## config.mk

```make
export PLATFORM = sky130hd
export DESIGN_NAME = matrix_sweep_scheduler
export DESIGN_NICKNAME = d
export VERILOG_FILES = /design/src/rtl/matrix_pkg.sv /design/src/rtl/matrix_coord_counter.sv /design/src/rtl/matrix_sweep_scheduler.sv
export SDC_FILE = /design/constraint.sdc
export NUM_CORES = 1
export LEC_CHECK = 0
export BUFFER_PORTS_ARGS = -buffer_cell sky130_fd_sc_hd__buf_4
export CAP_MARGIN = 10
export CORE_MARGIN = 1
export CORE_UTILIZATION = 45
export DETAILED_ROUTE_END_ITERATION = 8
export HOLD_SLACK_MARGIN = 0.03
export PLACE_DENSITY = 0.76
export SYNTH_ARGS = -nofsm -noshare
export SYNTH_HDL_FRONTEND = slang
export SYNTH_SLANG_ARGS = --single-unit
```

## constraint.sdc

```tcl
create_clock -name clk -period 2.35 [get_ports clk]
set_clock_uncertainty 0.15 [all_clocks]
set_input_delay 0.235 -clock clk [delete_from_list [all_inputs] [get_ports clk]]
set_output_delay 0.235 -clock clk [all_outputs]
set_load 0.01 [all_outputs]
```

## src/rtl/matrix_pkg.sv

```systemverilog
// Shared unit codes, scheduler states and helpers for the matrix controller family.
package matrix_pkg;

  localparam int UNIT_WIDTH = 3;

  typedef logic [UNIT_WIDTH-1:0] unit_t;

  // Unit codes decoded by MatrixController; code 0 means "nothing addressed".
  localparam unit_t UNIT_NONE = 3'd0;
  localparam unit_t UNIT_A    = 3'd1;
  localparam unit_t UNIT_B    = 3'd2;
  localparam unit_t UNIT_C    = 3'd3;
  localparam unit_t UNIT_D    = 3'd4;
  localparam unit_t UNIT_E    = 3'd5;
  localparam unit_t UNIT_MAX  = UNIT_E;

  typedef enum logic [2:0] {
    ST_IDLE,
    ST_ISSUE,
    ST_WAIT,
    ST_DONE,
    ST_ERR
  } sched_state_e;

  // A unit code is dispatchable only if it names one of the real units A..E.
  function automatic logic unitIsLegal(input unit_t unit);
    return (unit >= UNIT_A) && (unit <= UNIT_MAX);
  endfunction

endpackage

```

## src/rtl/matrix_coord_counter.sv

```systemverilog
// Raster-order x/y cell counter: x runs fastest, wraps to 0 and bumps y at xlast.
module matrix_coord_counter
  import matrix_pkg::*;
#(
  parameter int maxWidthLen = 4
) (
  input  logic                   clk,
  input  logic                   rst,
  input  logic                   clear_i,
  input  logic                   advance_i,
  input  logic [maxWidthLen-1:0] xlast_i,
  input  logic [maxWidthLen-1:0] ylast_i,
  output logic [maxWidthLen-1:0] x_o,
  output logic [maxWidthLen-1:0] y_o,
  output logic                   last_o
);

  logic [maxWidthLen-1:0] x_q, x_d;
  logic [maxWidthLen-1:0] y_q, y_d;

  // Next cell: equality compare means x never runs past xlast, even at full width.
  always_comb begin
    x_d = x_q;
    y_d = y_q;
    if (clear_i) begin
      x_d = '0;
      y_d = '0;
    end else if (advance_i && !last_o) begin
      if (x_q != xlast_i) begin
        x_d = x_q + 1'b1;
      end else begin
        x_d = '0;
        y_d = y_q + 1'b1;
      end
    end
  end

  // Coordinate registers, cleared by reset.
  always_ff @(posedge clk or negedge rst) begin
    if (!rst) begin
      x_q <= '0;
      y_q <= '0;
    end else begin
      x_q <= x_d;
      y_q <= y_d;
    end
  end

  assign x_o    = x_q;
  assign y_o    = y_q;
  assign last_o = (x_q == xlast_i) && (y_q == ylast_i);

endmodule

```

## src/rtl/matrix_sweep_scheduler.sv

```systemverilog
// Walks a rectangle of cells in raster order, dispatching one controller start per
// cell and waiting for the unit's completion under a watchdog, with abort support.
module matrix_sweep_scheduler
  import matrix_pkg::*;
#(
  parameter int maxWidthLen = 4,
  parameter int timeoutLen  = 8
) (
  input  logic                   clk,
  input  logic                   rst,
  input  logic                   cmd_valid,
  output logic                   cmd_ready,
  input  logic [UNIT_WIDTH-1:0]  cmd_unit,
  input  logic [maxWidthLen-1:0] cmd_xlast,
  input  logic [maxWidthLen-1:0] cmd_ylast,
  input  logic                   abort,
  input  logic                   unit_done,
  output logic                   start,
  output logic [UNIT_WIDTH-1:0]  index,
  output logic [maxWidthLen-1:0] x,
  output logic [maxWidthLen-1:0] y,
  output logic                   busy,
  output logic                   done,
  output logic                   err
);

  // Watchdog value seen during the last permitted WAIT cycle (2^timeoutLen-2),
  // so the timeout fires once 2^timeoutLen-1 WAIT cycles have elapsed.
  localparam logic [timeoutLen-1:0] WDOG_LAST = {{(timeoutLen-1){1'b1}}, 1'b0};

  sched_state_e           state_q, state_d;
  unit_t                  unit_q, unit_d;
  logic [maxWidthLen-1:0] xlast_q, xlast_d;
  logic [maxWidthLen-1:0] ylast_q, ylast_d;
  logic [timeoutLen-1:0]  wdog_q, wdog_d;

  logic                   coordClear;
  logic                   coordAdvance;
  logic                   coordLast;
  logic [maxWidthLen-1:0] coordX;
  logic [maxWidthLen-1:0] coordY;

  matrix_coord_counter #(
    .maxWidthLen (maxWidthLen)
  ) u_coord (
    .clk       (clk),
    .rst       (rst),
    .clear_i   (coordClear),
    .advance_i (coordAdvance),
    .xlast_i   (xlast_q),
    .ylast_i   (ylast_q),
    .x_o       (coordX),
    .y_o       (coordY),
    .last_o    (coordLast)
  );

  // Next-state logic: command capture, per-cell handshake, watchdog and abort.
  always_comb begin
    state_d      = state_q;
    unit_d       = unit_q;
    xlast_d      = xlast_q;
    ylast_d      = ylast_q;
    wdog_d       = wdog_q;
    coordClear   = 1'b0;
    coordAdvance = 1'b0;
    unique case (state_q)
      ST_IDLE: begin
        if (cmd_valid) begin
          unit_d     = cmd_unit;
          xlast_d    = cmd_xlast;
          ylast_d    = cmd_ylast;
          coordClear = 1'b1;
          state_d    = unitIsLegal(cmd_unit) ? ST_ISSUE : ST_ERR;
        end
      end
      ST_ISSUE: begin
        wdog_d  = '0;
        state_d = abort ? ST_IDLE : ST_WAIT;
      end
      ST_WAIT: begin
        wdog_d = wdog_q + 1'b1;
        if (abort) begin
          state_d = ST_IDLE;
        end else if (unit_done) begin
          if (coordLast) begin
            state_d = ST_DONE;
          end else begin
            coordAdvance = 1'b1;
            state_d      = ST_ISSUE;
          end
        end else if (wdog_q == WDOG_LAST) begin
          state_d = ST_ERR;
        end
      end
      ST_DONE: begin
        state_d = ST_IDLE;
      end
      ST_ERR: begin
        state_d = ST_IDLE;
      end
      default: begin
        state_d = ST_IDLE;
      end
    endcase
  end

  // State, latched command and watchdog registers.
  always_ff @(posedge clk or negedge rst) begin
    if (!rst) begin
      state_q <= ST_IDLE;
      unit_q  <= UNIT_NONE;
      xlast_q <= '0;
      ylast_q <= '0;
      wdog_q  <= '0;
    end else begin
      state_q <= state_d;
      unit_q  <= unit_d;
      xlast_q <= xlast_d;
      ylast_q <= ylast_d;
      wdog_q  <= wdog_d;
    end
  end

  // Moore output decode; the controller sees a unit and cell only during ISSUE.
  assign cmd_ready = (state_q == ST_IDLE);
  assign start     = (state_q == ST_ISSUE);
  assign index     = (state_q == ST_ISSUE) ? unit_q : UNIT_NONE;
  assign x         = (state_q == ST_ISSUE) ? coordX : '0;
  assign y         = (state_q == ST_ISSUE) ? coordY : '0;
  assign busy      = (state_q == ST_ISSUE) || (state_q == ST_WAIT) || (state_q == ST_DONE);
  assign done      = (state_q == ST_DONE);
  assign err       = (state_q == ST_ERR);

endmodule

```

==> flow_summary.json <==
{
  "grt_pass1_wl_mm": 6.49,
  "setup_tns_ns": 0,
  "ir_drop_uv": 392,
  "cts_resized": 0,
  "cp_max_fo": 13,
  "finalNetCount": 224,
  "synth-edff-count": 0,
  "cp.required_ns": 1.97,
  "fin_crit_sh_pct": 92.3,
  "synth_nets": 181,
  "syn_area_mm2": 0.00168,
  "slew_viol_final": 0,
  "antenna_found_initial": 0,
  "synth_common_cells": "dfrtp_1 (30), nand2_1 (20), and2_1 (13)",
  "core_mm2": 0.00344,
  "syn2layout_area_growth_pct": 27.2,
  "fin_crit_ns": 2.17,
  "dr.pass1.iters": 4,
  "synth-seq-cells": 30,
  "cts_buffer_depth": 2,
  "die_width_um": 63.1,
  "fillers": 296,
  "ys_warn_count": 0,
  "cts_hold_buf": 9,
  "crit_path_end_kind": "output port",
  "htreeDepth": 2,
  "power.density_mw_per_mm2": 923,
  "drt_iter0_drc": 68,
  "rrSetupSlack_ns": 0.37,
  "setup_viol": 0,
  "clk_pin_slew_worst_paths_ns": 0.06,
  "grt_max_degree": 31,
  "synth_top_flop_cell": "dfrtp_1",
  "syn_avg_cell_area_um2": 10.4,
  "dieArea_mm2": 0.00398,
  "worstMarginPinSlew_ns": 0.472,
  "outcome": "completed",
  "p_leak_nw": 0.964,
  "yosysSeqAreaShare_pct": 44.7,
  "worstSkewPairLatency_ns": 0.28,
  "dpl.hpwl_mm": 2.63,
  "wirelength_mm": 3.65,
  "clockRootBuffer": "clkbuf_8",
  "final-hold-violation-count": 0,
  "slew_headroom_pct": 68.1,
  "layout-drive-gt1-share_pct": 26.8,
  "hold_path.class": "primary input to register",
  "numCtsBuffers": 5,
  "antenna_left": 0,
  "overflow": 0,
  "vias": 1373,
  "max_freq_mhz": 461,
  "synth_cells": 161,
  "gp_congestion": 0.885,
  "grt_usage_pct": 21.6,
  "synth.distinct_cells": 39,
  "clkSinkCount": 30,
  "rows": 21,
  "ff2ff_path_depth": 5,
  "rsz0062_at_grt": "no",
  "synth_async_sr_flop_share_pct": 100,
  "drt_drc_violations_left": 0,
  "worstSetupStartpointType": "register",
  "yosysTopAreaCell": "dfrtp_1",
  "r2r_end": "wdog_q[3]$_DFFE_PN0P_",
  "path_class": "register to output port",
  "worstSetupStartpoint": "state_q[0]$_DFFE_PN0P_",
  "rr_startpoint": "state_q[0]$_DFFE_PN0P_",
  "cts_tree": "done",
  "antenna_cells": 0,
  "fin_util_pct": 62.0,
  "grt_pass1_vias": 1398,
  "post_drt_wl_per_cell_um": 14.5,
  "vias_per_cell": 5.47,
  "ioPinCount": 32,
  "port_buffers": 31,
  "cts_setup_buffers": 0,
  "synth_area_leaders": "dfrtp_1 (45%), and2_1 (4.8%), nand2_1 (4.5%)",
  "power.total_mw": 1.97,
  "die_h_um": 63.1,
  "crit_path_end": "x[1]",
  "start_util_pct": 48.7,
  "yosys.cell_count.top_type": "dfrtp_1",
  "drv_cap": 0,
  "yosysTopAreaCellShare_pct": 44.7,
  "arrival_ns": 1.78
}
## worst max-delay path, stage by stage (launching register included)
cell and delay (ns):
dfrtp_1 0.50, or3b_1 0.49, inv_2 0.22, and2_1 0.17, buf_4 0.12
## state kept, by name (all words and copies together) (netlist names)
signal       flops
state_q          3
ylast_q          4
wdog_q           8
u_coord.y_o      4
unit_q           3
u_coord.x_o      4
xlast_q          4
## layout make-up
type	instances	area [um2]	area share, %
Tap cell	46	57.6	2.70
Multi-Input combinational cell	124	897	42.0
Clock inverter	1	5.00	0.234
Timing Repair Buffer	41	330	15.5
Sequential cell	30	751	35.2
Clock buffer	7	86.3	4.04
Inverter	2	7.51	0.352
## routing by layer
layer	wire [um]	up-vias	track usage (%)	share of wire [%]
li1	-	664	-	-
met1	1550	674	24.7	43
met2	1890	30	37.2	52
met3	146	5	6.70	4.0
met4	63	0	8.72	1.7
met5	0	-	0	0
## cell usage in the layout (no fill, tap or decap), types with 5 or more instances in the layout
cell,instances
nor2_1,7
nand2_1,20
dlygate4sd3_1,9
dfrtp_1,30
and2_1,13
a21oi_1,7
mux2i_1,6
clkbuf_8,6
o21ai_0,7
nand3_1,6
buf_4,32
mux2_1,5
mux2_2,6
## how the worst min path moves through the flow
| stage | end | startpoint | cells past startpoint |
|---|---|---|---|
| after floorplan | state_q[0]$_DFFE_PN0P_ | rst | 0 |
| after global placement | wdog_q[0]$_DFFE_PN0P_ | rst | 1 |
| after detailed placement | wdog_q[0]$_DFFE_PN0P_ | rst | 1 |
| after CTS | unit_q[2]$_DFFE_PN0P_ | cmd_unit[2] | 2 |
| after global routing | unit_q[2]$_DFFE_PN0P_ | cmd_unit[2] | 2 |
| final | unit_q[2]$_DFFE_PN0P_ | cmd_unit[2] | 2 |
## power by group
part,total (mW),switching [mW],leakage (nW),internal (mW)
combinational,0.736,0.390,0.527,0.346
clock,0.426,0.190,0.0482,0.236
sequential,0.809,0.149,0.389,0.660
total,1.97,0.730,0.964,1.24
## kinds of logic (layout without fill, tap and decap cells)
logic type,after synthesis,after routing,share of synthesized area [%]
simple gates,70,70,26.5
compound gates,25,25,8.80
xor+xnor,8,8,4.18
buf+inv,7,51,1.79
fa+ha+maj,4,4,2.98
flops,30,30,44.7
mux,17,17,11.0
## per-stage QoR
stage	cells	instance area (um2)	setup slack (ns)	hold WS, ns
floorplan	161	1680	0.519	-0.211
global placement	234	1950	0.546	0.0309
detailed placement	234	1950	0.393	0.0377
CTS	251	2130	0.170	0.0328
global route	251	2130	0.0820	0.0336
finish	251	2130	0.180	0.0362
Power figures use the tool's default switching activity.
